## src/rtl/gnss_corr_pkg.sv

```systemverilog
// Shared constants and helpers for the EPL correlator.
// Replica polarity and saturating arithmetic live here.
package gnss_corr_pkg;

    localparam int SAMP_W_DEF = 3;
    localparam int ACC_W_DEF  = 16;

    // Replica bit meaning: 0 is +1, 1 is -1.
    localparam logic REP_POS = 1'b0;
    localparam logic REP_NEG = 1'b1;

    // Signed add clamped to a w-bit range (w <= 32).
    function automatic logic signed [31:0] sat_add(
        input logic signed [31:0] a,
        input logic signed [31:0] b,
        input int                 w
    );
        logic signed [32:0] s;
        logic signed [32:0] hi;
        logic signed [32:0] lo;
        s  = {a[31], a} + {b[31], b};
        hi = (33'sd1 <<< (w - 1)) - 33'sd1;
        lo = -(33'sd1 <<< (w - 1));
        if (s > hi) begin
            return hi[31:0];
        end else if (s < lo) begin
            return lo[31:0];
        end
        return s[31:0];
    endfunction

endpackage

```

## src/rtl/epl_correlator_if.sv

```systemverilog
// Dump bus from the correlator to the loop processor.
// Six signed sums qualified by a valid/ready pair.
interface epl_correlator_if
    import gnss_corr_pkg::*;
#(
    parameter int ACC_W = ACC_W_DEF
);
    logic                    dump_valid;
    logic                    dump_ready;
    logic signed [ACC_W-1:0] ie;
    logic signed [ACC_W-1:0] qe;
    logic signed [ACC_W-1:0] ip;
    logic signed [ACC_W-1:0] qp;
    logic signed [ACC_W-1:0] il;
    logic signed [ACC_W-1:0] ql;

    modport master (
        output dump_valid,
        output ie, qe, ip, qp, il, ql,
        input  dump_ready
    );

    modport slave (
        input  dump_valid,
        input  ie, qe, ip, qp, il, ql,
        output dump_ready
    );
endinterface

```

## src/rtl/corr_arm.sv

```systemverilog
// One despreading arm: negate-on-replica plus a
// saturating accumulator that restarts after each epoch.
module corr_arm
    import gnss_corr_pkg::*;
#(
    parameter int SAMP_W = SAMP_W_DEF,
    parameter int ACC_W  = ACC_W_DEF
) (
    input  logic                     clk,
    input  logic                     rst_n,
    input  logic                     en,
    input  logic                     samp_valid,
    input  logic                     epoch,
    input  logic                     rep,
    input  logic signed [SAMP_W-1:0] samp,
    output logic signed [ACC_W-1:0]  sum
);

    logic signed [ACC_W-1:0]  r_acc;
    logic signed [SAMP_W:0]   w_samp_x;
    logic signed [SAMP_W:0]   w_term;
    logic signed [31:0]       w_sum32;

    // Widen by one bit first so negating the most
    // negative sample cannot wrap.
    assign w_samp_x = {samp[SAMP_W-1], samp};
    assign w_term   = (rep == REP_NEG) ? -w_samp_x
                                       : w_samp_x;
    assign w_sum32  = sat_add(32'(r_acc),
                              32'(w_term), ACC_W);
    assign sum      = ACC_W'(w_sum32);

    // Integrate; clear on disable and after an epoch.
    always_ff @(posedge clk or negedge rst_n) begin
        if (!rst_n) begin
            r_acc <= '0;
        end else if (!en) begin
            r_acc <= '0;
        end else if (samp_valid) begin
            r_acc <= epoch ? '0 : sum;
        end
    end

endmodule

```

## src/rtl/epl_correlator.sv

```systemverilog
// Early/prompt/late correlator: replica delay line,
// six arms, and the dump handshake with overrun tracking.
module epl_correlator
    import gnss_corr_pkg::*;
#(
    parameter int SAMP_W = SAMP_W_DEF,
    parameter int ACC_W  = ACC_W_DEF
) (
    input  logic                     clk,
    input  logic                     rst_n,
    input  logic                     en,
    input  logic                     samp_valid,
    input  logic signed [SAMP_W-1:0] samp_i,
    input  logic signed [SAMP_W-1:0] samp_q,
    input  logic                     chip,
    input  logic                     half_tick,
    input  logic                     epoch,
    output logic                     overrun,
    input  logic                     overrun_clr,
    epl_correlator_if.master         dmp
);

    logic [1:0]              r_d;
    logic                    r_dv;
    logic                    r_ovr;
    logic signed [ACC_W-1:0] r_dump [6];
    logic signed [ACC_W-1:0] w_cand [6];
    logic                    w_rep  [3];
    logic                    w_take;
    logic                    w_xfer;
    logic                    w_load;
    logic                    w_lost;

    // Early is the live chip; prompt/late see the
    // pre-update delay line.
    assign w_rep[0] = chip;
    assign w_rep[1] = r_d[0];
    assign w_rep[2] = r_d[1];

    for (genvar g = 0; g < 6; g++) begin : g_arm
        corr_arm #(
            .SAMP_W (SAMP_W),
            .ACC_W  (ACC_W)
        ) u_arm (
            .clk        (clk),
            .rst_n      (rst_n),
            .en         (en),
            .samp_valid (samp_valid),
            .epoch      (epoch),
            .rep        (w_rep[g/2]),
            .samp       ((g % 2 == 0) ? samp_i : samp_q),
            .sum        (w_cand[g])
        );
    end

    assign w_take = samp_valid & en & epoch;
    assign w_xfer = r_dv & dmp.dump_ready;
    assign w_load = w_take & (~r_dv | w_xfer);
    assign w_lost = w_take & r_dv & ~w_xfer;

    // Half-chip delay line for prompt and late.
    always_ff @(posedge clk or negedge rst_n) begin
        if (!rst_n) begin
            r_d <= '0;
        end else if (samp_valid & half_tick & en) begin
            r_d <= {r_d[0], chip};
        end
    end

    // Dump valid: set on load, drop on a bare transfer.
    always_ff @(posedge clk or negedge rst_n) begin
        if (!rst_n) begin
            r_dv <= 1'b0;
        end else if (w_load) begin
            r_dv <= 1'b1;
        end else if (w_xfer) begin
            r_dv <= 1'b0;
        end
    end

    // Dump registers capture the candidate sums.
    always_ff @(posedge clk or negedge rst_n) begin
        if (!rst_n) begin
            for (int k = 0; k < 6; k++) begin
                r_dump[k] <= '0;
            end
        end else if (w_load) begin
            for (int k = 0; k < 6; k++) begin
                r_dump[k] <= w_cand[k];
            end
        end
    end

    // Sticky overrun; a new loss beats a clear.
    always_ff @(posedge clk or negedge rst_n) begin
        if (!rst_n) begin
            r_ovr <= 1'b0;
        end else if (w_lost) begin
            r_ovr <= 1'b1;
        end else if (overrun_clr) begin
            r_ovr <= 1'b0;
        end
    end

    assign dmp.dump_valid = r_dv;
    assign dmp.ie         = r_dump[0];
    assign dmp.qe         = r_dump[1];
    assign dmp.ip         = r_dump[2];
    assign dmp.qp         = r_dump[3];
    assign dmp.il         = r_dump[4];
    assign dmp.ql         = r_dump[5];
    assign overrun        = r_ovr;

endmodule

```

## src/flat_wrapper.sv

```systemverilog
// flat-port wrapper written by rule: the top's interface ports become plain ports
module epl_correlator_flat import gnss_corr_pkg::*;
#(
    parameter int SAMP_W = SAMP_W_DEF,
    parameter int ACC_W  = ACC_W_DEF
)
  (clk, rst_n, en, samp_valid, samp_i, samp_q, chip, half_tick, epoch, overrun, overrun_clr, dmp_dump_valid, dmp_ie, dmp_qe, dmp_ip, dmp_qp, dmp_il, dmp_ql, dmp_dump_ready);
  epl_correlator_if #(.ACC_W(ACC_W)) dmp_i ();
  input  logic clk;
  input  logic rst_n;
  input  logic en;
  input  logic samp_valid;
  input  logic signed [SAMP_W-1:0] samp_i;
  input  logic signed [SAMP_W-1:0] samp_q;
  input  logic chip;
  input  logic half_tick;
  input  logic epoch;
  output logic overrun;
  input  logic overrun_clr;
  output wire logic [$bits(dmp_i.dump_valid)-1:0] dmp_dump_valid;
  output wire logic [$bits(dmp_i.ie)-1:0] dmp_ie;
  output wire logic [$bits(dmp_i.qe)-1:0] dmp_qe;
  output wire logic [$bits(dmp_i.ip)-1:0] dmp_ip;
  output wire logic [$bits(dmp_i.qp)-1:0] dmp_qp;
  output wire logic [$bits(dmp_i.il)-1:0] dmp_il;
  output wire logic [$bits(dmp_i.ql)-1:0] dmp_ql;
  input wire logic [$bits(dmp_i.dump_ready)-1:0] dmp_dump_ready;
  assign dmp_dump_valid = dmp_i.dump_valid;
  assign dmp_ie = dmp_i.ie;
  assign dmp_qe = dmp_i.qe;
  assign dmp_ip = dmp_i.ip;
  assign dmp_qp = dmp_i.qp;
  assign dmp_il = dmp_i.il;
  assign dmp_ql = dmp_i.ql;
  assign dmp_i.dump_ready = dmp_dump_ready;
  epl_correlator #(.SAMP_W(SAMP_W), .ACC_W(ACC_W)) u_core (.clk(clk), .rst_n(rst_n), .en(en), .samp_valid(samp_valid), .samp_i(samp_i), .samp_q(samp_q), .chip(chip), .half_tick(half_tick), .epoch(epoch), .overrun(overrun), .overrun_clr(overrun_clr), .dmp(dmp_i));
endmodule
```

## config.mk

```make
export PLATFORM = sky130hd
export DESIGN_NAME = epl_correlator_flat
export DESIGN_NICKNAME = d
export VERILOG_FILES = /design/src/rtl/gnss_corr_pkg.sv /design/src/rtl/epl_correlator_if.sv /design/src/rtl/corr_arm.sv /design/src/rtl/epl_correlator.sv /design/src/flat_wrapper.sv
export SDC_FILE = /design/constraint.sdc
export NUM_CORES = 1
export LEC_CHECK = 0
export ABC_AREA = 1
export BUFFER_PORTS_ARGS = -buffer_cell sky130_fd_sc_hd__buf_2
export CAP_MARGIN = 10
export CORE_UTILIZATION = 50
export DETAILED_ROUTE_END_ITERATION = 16
export GPL_TIMING_DRIVEN = 0
export PLACE_DENSITY = 0.83
export SLEW_MARGIN = 10
export SYNTH_ARGS = -nofsm -noshare
export SYNTH_HDL_FRONTEND = slang
export SYNTH_HIERARCHICAL = 1
export SYNTH_SLANG_ARGS = --single-unit
export TNS_END_PERCENT = 50
```

## constraint.sdc

```tcl
create_clock -name clk -period 3.2 [get_ports clk]
set_input_delay 0.64 -clock clk [delete_from_list [all_inputs] [get_ports clk]]
set_output_delay 0.64 -clock clk [all_outputs]
set_load 0.02 [all_outputs]
```

# After elaboration in Yosys (flattened, before gate mapping)
# Cells that the tools add are included.
# W data, S select, Z words.
dict set report op_classes {
  n_addsub 8
  magnitude_cmp 12
  n_eq_ne 1
  muxes 58
  bitwise_logic 11
  reduce_logical 2
}
# op count
set op_table {}
lappend op_table {{$mux W16} 36}
lappend op_table {{$add A16 B4 Y17} 6}
lappend op_table {{$gt A17 B16 Y1 const B} 6}
lappend op_table {{$lt A17 B16 Y1 const B} 6}
lappend op_table {{$mux W4} 6}
lappend op_table {{$mux W1} 16}
lappend op_table {{$and A1 B1 Y1} 8}
lappend op_table {{$neg A3 Y4} 2}
lappend op_table {{$reduce_bool A2 Y1} 2}
lappend op_table {{$ne A2 B1 Y1 const B} 1}
lappend op_table {{$not A1 Y1} 2}
lappend op_table {{$or A1 B1 Y1} 1}
dict set report word_totals {
  register_bits 196
  inputBits 15
  output_inout_bits 98
  word_cells 107
}

# Longest topological paths before layout
dict set report depth {
  word_depth 10
  depth_mapped 21
  depth_no_buf 20
}

# Modules after synthesis
# Netlist, hierarchy kept.
# mod n_inst cells_each area_each_um2 seq_area_each_um2
set by_module_without_submodules {}
lappend by_module_without_submodules {{corr_arm (u_core.g_arm[1].u_arm ...)} 3 293 1863.0 400.4}
lappend by_module_without_submodules {epl_correlator 1 434 3943.8 2502.4}
lappend by_module_without_submodules {{corr_arm (u_core.g_arm[0].u_arm ...)} 2 293 1868.0 400.4}
lappend by_module_without_submodules {{corr_arm (u_core.g_arm[5].u_arm)} 1 295 1865.5 400.4}

# Worst setup path before layout
# Ideal clock, no wire load.
dict set report synth_path {
  path_kind {input -> register}
  start {input samp_q[2]}
  end {register u_core.r_dump, in the netlist u_core/dmp.qp[12]}
  setup_ps 117
  arrival_time_ps 3023
  required_time_ps 3083
  path_slack_ps 60
  path_stages 18
  n_path_buf 1
  path_cell_list {xnor2_1 > a31oi_1 > ha_1 > nand2_1 > inv_1 > a21oi_1 > nand2_2 > nand2_1 > nand2_1 > nand2_1 > nand2_2 > inv_2 > nand2_8 > inv_4 > buf_6 > a21oi_2 > nand3_1 > nand2_1}
}
# element line
set synth_rtl {}
lappend synth_rtl {{start, declared} flat_wrapper.sv:14} ;# input logic signed [SAMP_W-1:0] samp_q;
lappend synth_rtl {{end signal, assigned by index} epl_correlator.sv:89} ;# r_dump[k] <= w_cand[k];
lappend synth_rtl {{end, declared} epl_correlator.sv:26} ;# logic signed [ACC_W-1:0] r_dump [6];

==> metrics.txt <==
outcome completed; Synth top area share approximately a third; Yosys cell types 35; Sink Count ~200; antenna violations before repair 1; Final Critical Period between 3 and 4 ns; endpoints failing setup 0; Tcrit/Tclk final between 90% and 100%; drt initial violations roughly 1100; total power about 13000 µW; overall overflow remaining after global route 0; CP max stage delay roughly 0.46 ns; Worst Tran Pin Value around 0.8 ns; reg2reg start u_core/r_d[1]; register area share after synthesis around a third; Synth Area per Inst 6.90 µm²; Via density 5.31; most used cell, CP nand2_1; # Max-Cap Violations 0; placed insts 2697; yosys warns 6; most common cell after layout, fill and taps aside nand2_1; H-tree Lvls 4; CTS Buffer Depth 2; Nets about 2500; routed vias ~15000; Final Cell Area between 0.015 and 0.02 mm²; Finished Core Util between 50 and 60%; die width approximately 180 µm; top cells by area, synth dfrtp_1, nand2_1, ha_1, nand3_1, inv_1; Pleak roughly 0.01 µW; I/O Pins approximately 110; area leader, netlist dfrtp_1; WP data required about 3.6 ns; Post-Synthesis Cells 2194; Worst VDD drop about 0.39 mV; Slew headroom between 40% and 50%; Crit. End Element register; clk_skew roughly 0.012 ns; Pwr per Cell Area 727 mW/mm²; DP Wirelength ~30000 µm; Worst Setup SP samp_i[0]; most frequent cells in the layout nand2_1, nand3_1, inv_1, dfrtp_1, buf_2; Core Area 0.0297 mm²; Cell Rows 63; clk root buf clkbuf_16; crit path buf inv count 3; largest net degree at the start of global routing around 110; buffers added on ports 112; critical-path cell list buf_2 > inv_1 > ha_1 > nand2_1 > o21ai_0 > fa_1 > nand2_1 > nand2_1 > nand3_1 > nand2_2 > nand2_1 > nand3_1 > nand2_2 > nand2_1 > buf_4 > a21oi_1 > nand3_1 > nand2_1; number of CTS-inserted buffers 17; layout cell share with drive strength beyond 1 between 15 and 20%; per-cell routed wire length approximately 15 µm; Min-Delay Path Class primary input to asynchronous set/reset pin; crit path max fanout 10; Post-route DRC 0; CTS tree done; drt pass-1 iters 7; Post-synth EDFFs 0; Setup TNS 0 ns; final hold violations 0; Die ar. 0.0310 mm²; fill count around 2700; Net Count, Synth between 2000 and 2500; fraction of registers with async set/reset 100%; final WL around 40000 µm; critical path class primary input to register; prevailing post-synth register cell dfrtp_1; Yosys reg bits 196; clock latency on the worst-skew pair 0.45 ns; Area Growth Syn to Fin 13.8%; slowest CP cell fa_1; first-pass GRT wire length 65900 µm; fmax 0.324 GHz; Arr. time, crit path approximately 3.5 ns; vias in the first global route 13700; Initial Util 50.9%; Worst-path clk slew ~0.07 ns; crit path launch type primary input; mapped cell area roughly 0.015 mm²; RSZ-0062 raised after global routing true; Final Max Slew Viols 0; Die Ht between 150 and 200 µm; Top Family by Delay on Critical Path simple AND/OR/NAND/NOR gates; Final Non-Filler Cells 2747; placed cell areas 0.0163 mm²; Final ANT Viol Nets 0; GP Congestion 0.955; gr usage total a little over a quarter
metrics by stage:
step	hold slack [ns]	worst slack [ns]
2_1_floorplan	0.344	0.0600
3_3_place_gp	0.451	-1.80
3_5_place_dp	0.454	-0.607
4_1_cts	0.273	0.0101
5_1_grt	0.318	-0.0287
6_report	0.242	0.116
cell type report:
cell class                      instances  area (µm²)  share of cell area (%)
Antenna cell                            1        2.50                  0.0145
Buffer                                 72         490                    2.85
Clock buffer                           18         439                    2.55
Clock inverter                         14         158                   0.916
Inverter                              233         893                    5.19
Multi-Input combinational cell       1693        9020                    52.4
Sequential cell                       196        4910                    28.5
Tap cell                              390         488                    2.83
Timing Repair Buffer                  130         816                    4.74
cells in the mapped netlist, types with 11 or more instances:
library cell,n
dfrtp_1,196
clkbuf_1,16
buf_2,14
nor2_1,78
inv_2,24
a21oi_2,67
and2_1,11
nand2_1,913
xnor2_1,53
a21oi_1,84
ha_1,108
buf_6,17
nand3_1,244
nand4_1,14
inv_1,203
buf_4,19
nand2_2,28
o21ai_0,19
nor3_1,15
nand3b_1,11
metal layers:
metal	wire length [µm]	GRT usage, %
met4	1480	12.5
met3	2020	3.55
met5	0	0
met2	19100	42.9
met1	17800	34.6
cells by family after synthesis:
kind of cell	count (synthesis)	synth area share [%]
and+or+nand+nor	1331	37.2
buffers and inverters	305	9.09
DFF	196	32.4
AOI/OAI and AO/OA	189	8.18
adders and majority gates	114	9.72
xor gates and xnor gates	59	3.41
sequential cells by signal, summed over array words and instances, names as in the netlist:
signal and count:
u_core/dmp.ip 16, u_core/dmp.dump_valid 1, u_core/g_arm.u_arm/r_acc 96, u_core/dmp.qe 16, u_core/r_d 2, u_core/dmp.il 16, u_core/dmp.ie 16, u_core/dmp.qp 16
u_core/overrun 1, u_core/dmp.ql 16
power by group:
group | leakage [µW] | internal (µW) | total (µW) | switching, µW
registers | 0.00258 | 3130 | 3530 | 406
logic | 0.00713 | 2400 | 6760 | 4360
clock network | 0.000297 | 1140 | 2210 | 1070
repair_timing:
action | 4_1_cts | 5_1_grt
pin swaps | 0 | 5
hold buffers | 0 | 0
gates resized for setup | 6 | 21
endpoints found under the setup margin | 70 | 129
buffers inserted | 2 | 15
worst reg2reg max path, stage by stage (launching register included):
cell and delay, ns:
dfrtp_2 0.48, xnor2_2 0.21, a31o_2 0.16, clkinvlp_4 0.17, buf_12 0.20, ha_1 0.29, nand2_1 0.09, nor2_1 0.10
nand3_1 0.12, nand2_2 0.13, nand2_1 0.09, nand2_1 0.08, nand2_1 0.06, nand2_2 0.11, inv_2 0.08, nand2_4 0.08
inv_4 0.05, buf_6 0.15, a21oi_2 0.15, nand3_1 0.11, nand2_1 0.10
worst paths after layout:
kind                                endpoint  slack (ns)  cells after the start
setup / recovery            u_core/dmp.ie[0]        0.12                     18
hold / removal              u_core/dmp.ip[6]        0.24                      1
setup reg to reg            u_core/dmp.ql[5]        0.14                     20
min in group clk              u_core/overrun        0.38                      2
max in group asynchronous  u_core/dmp.ql[14]        2.00                      2
hold reg to reg             u_core/dmp.ie[2]        0.47                      2
Power figures use the tool's default switching activity.
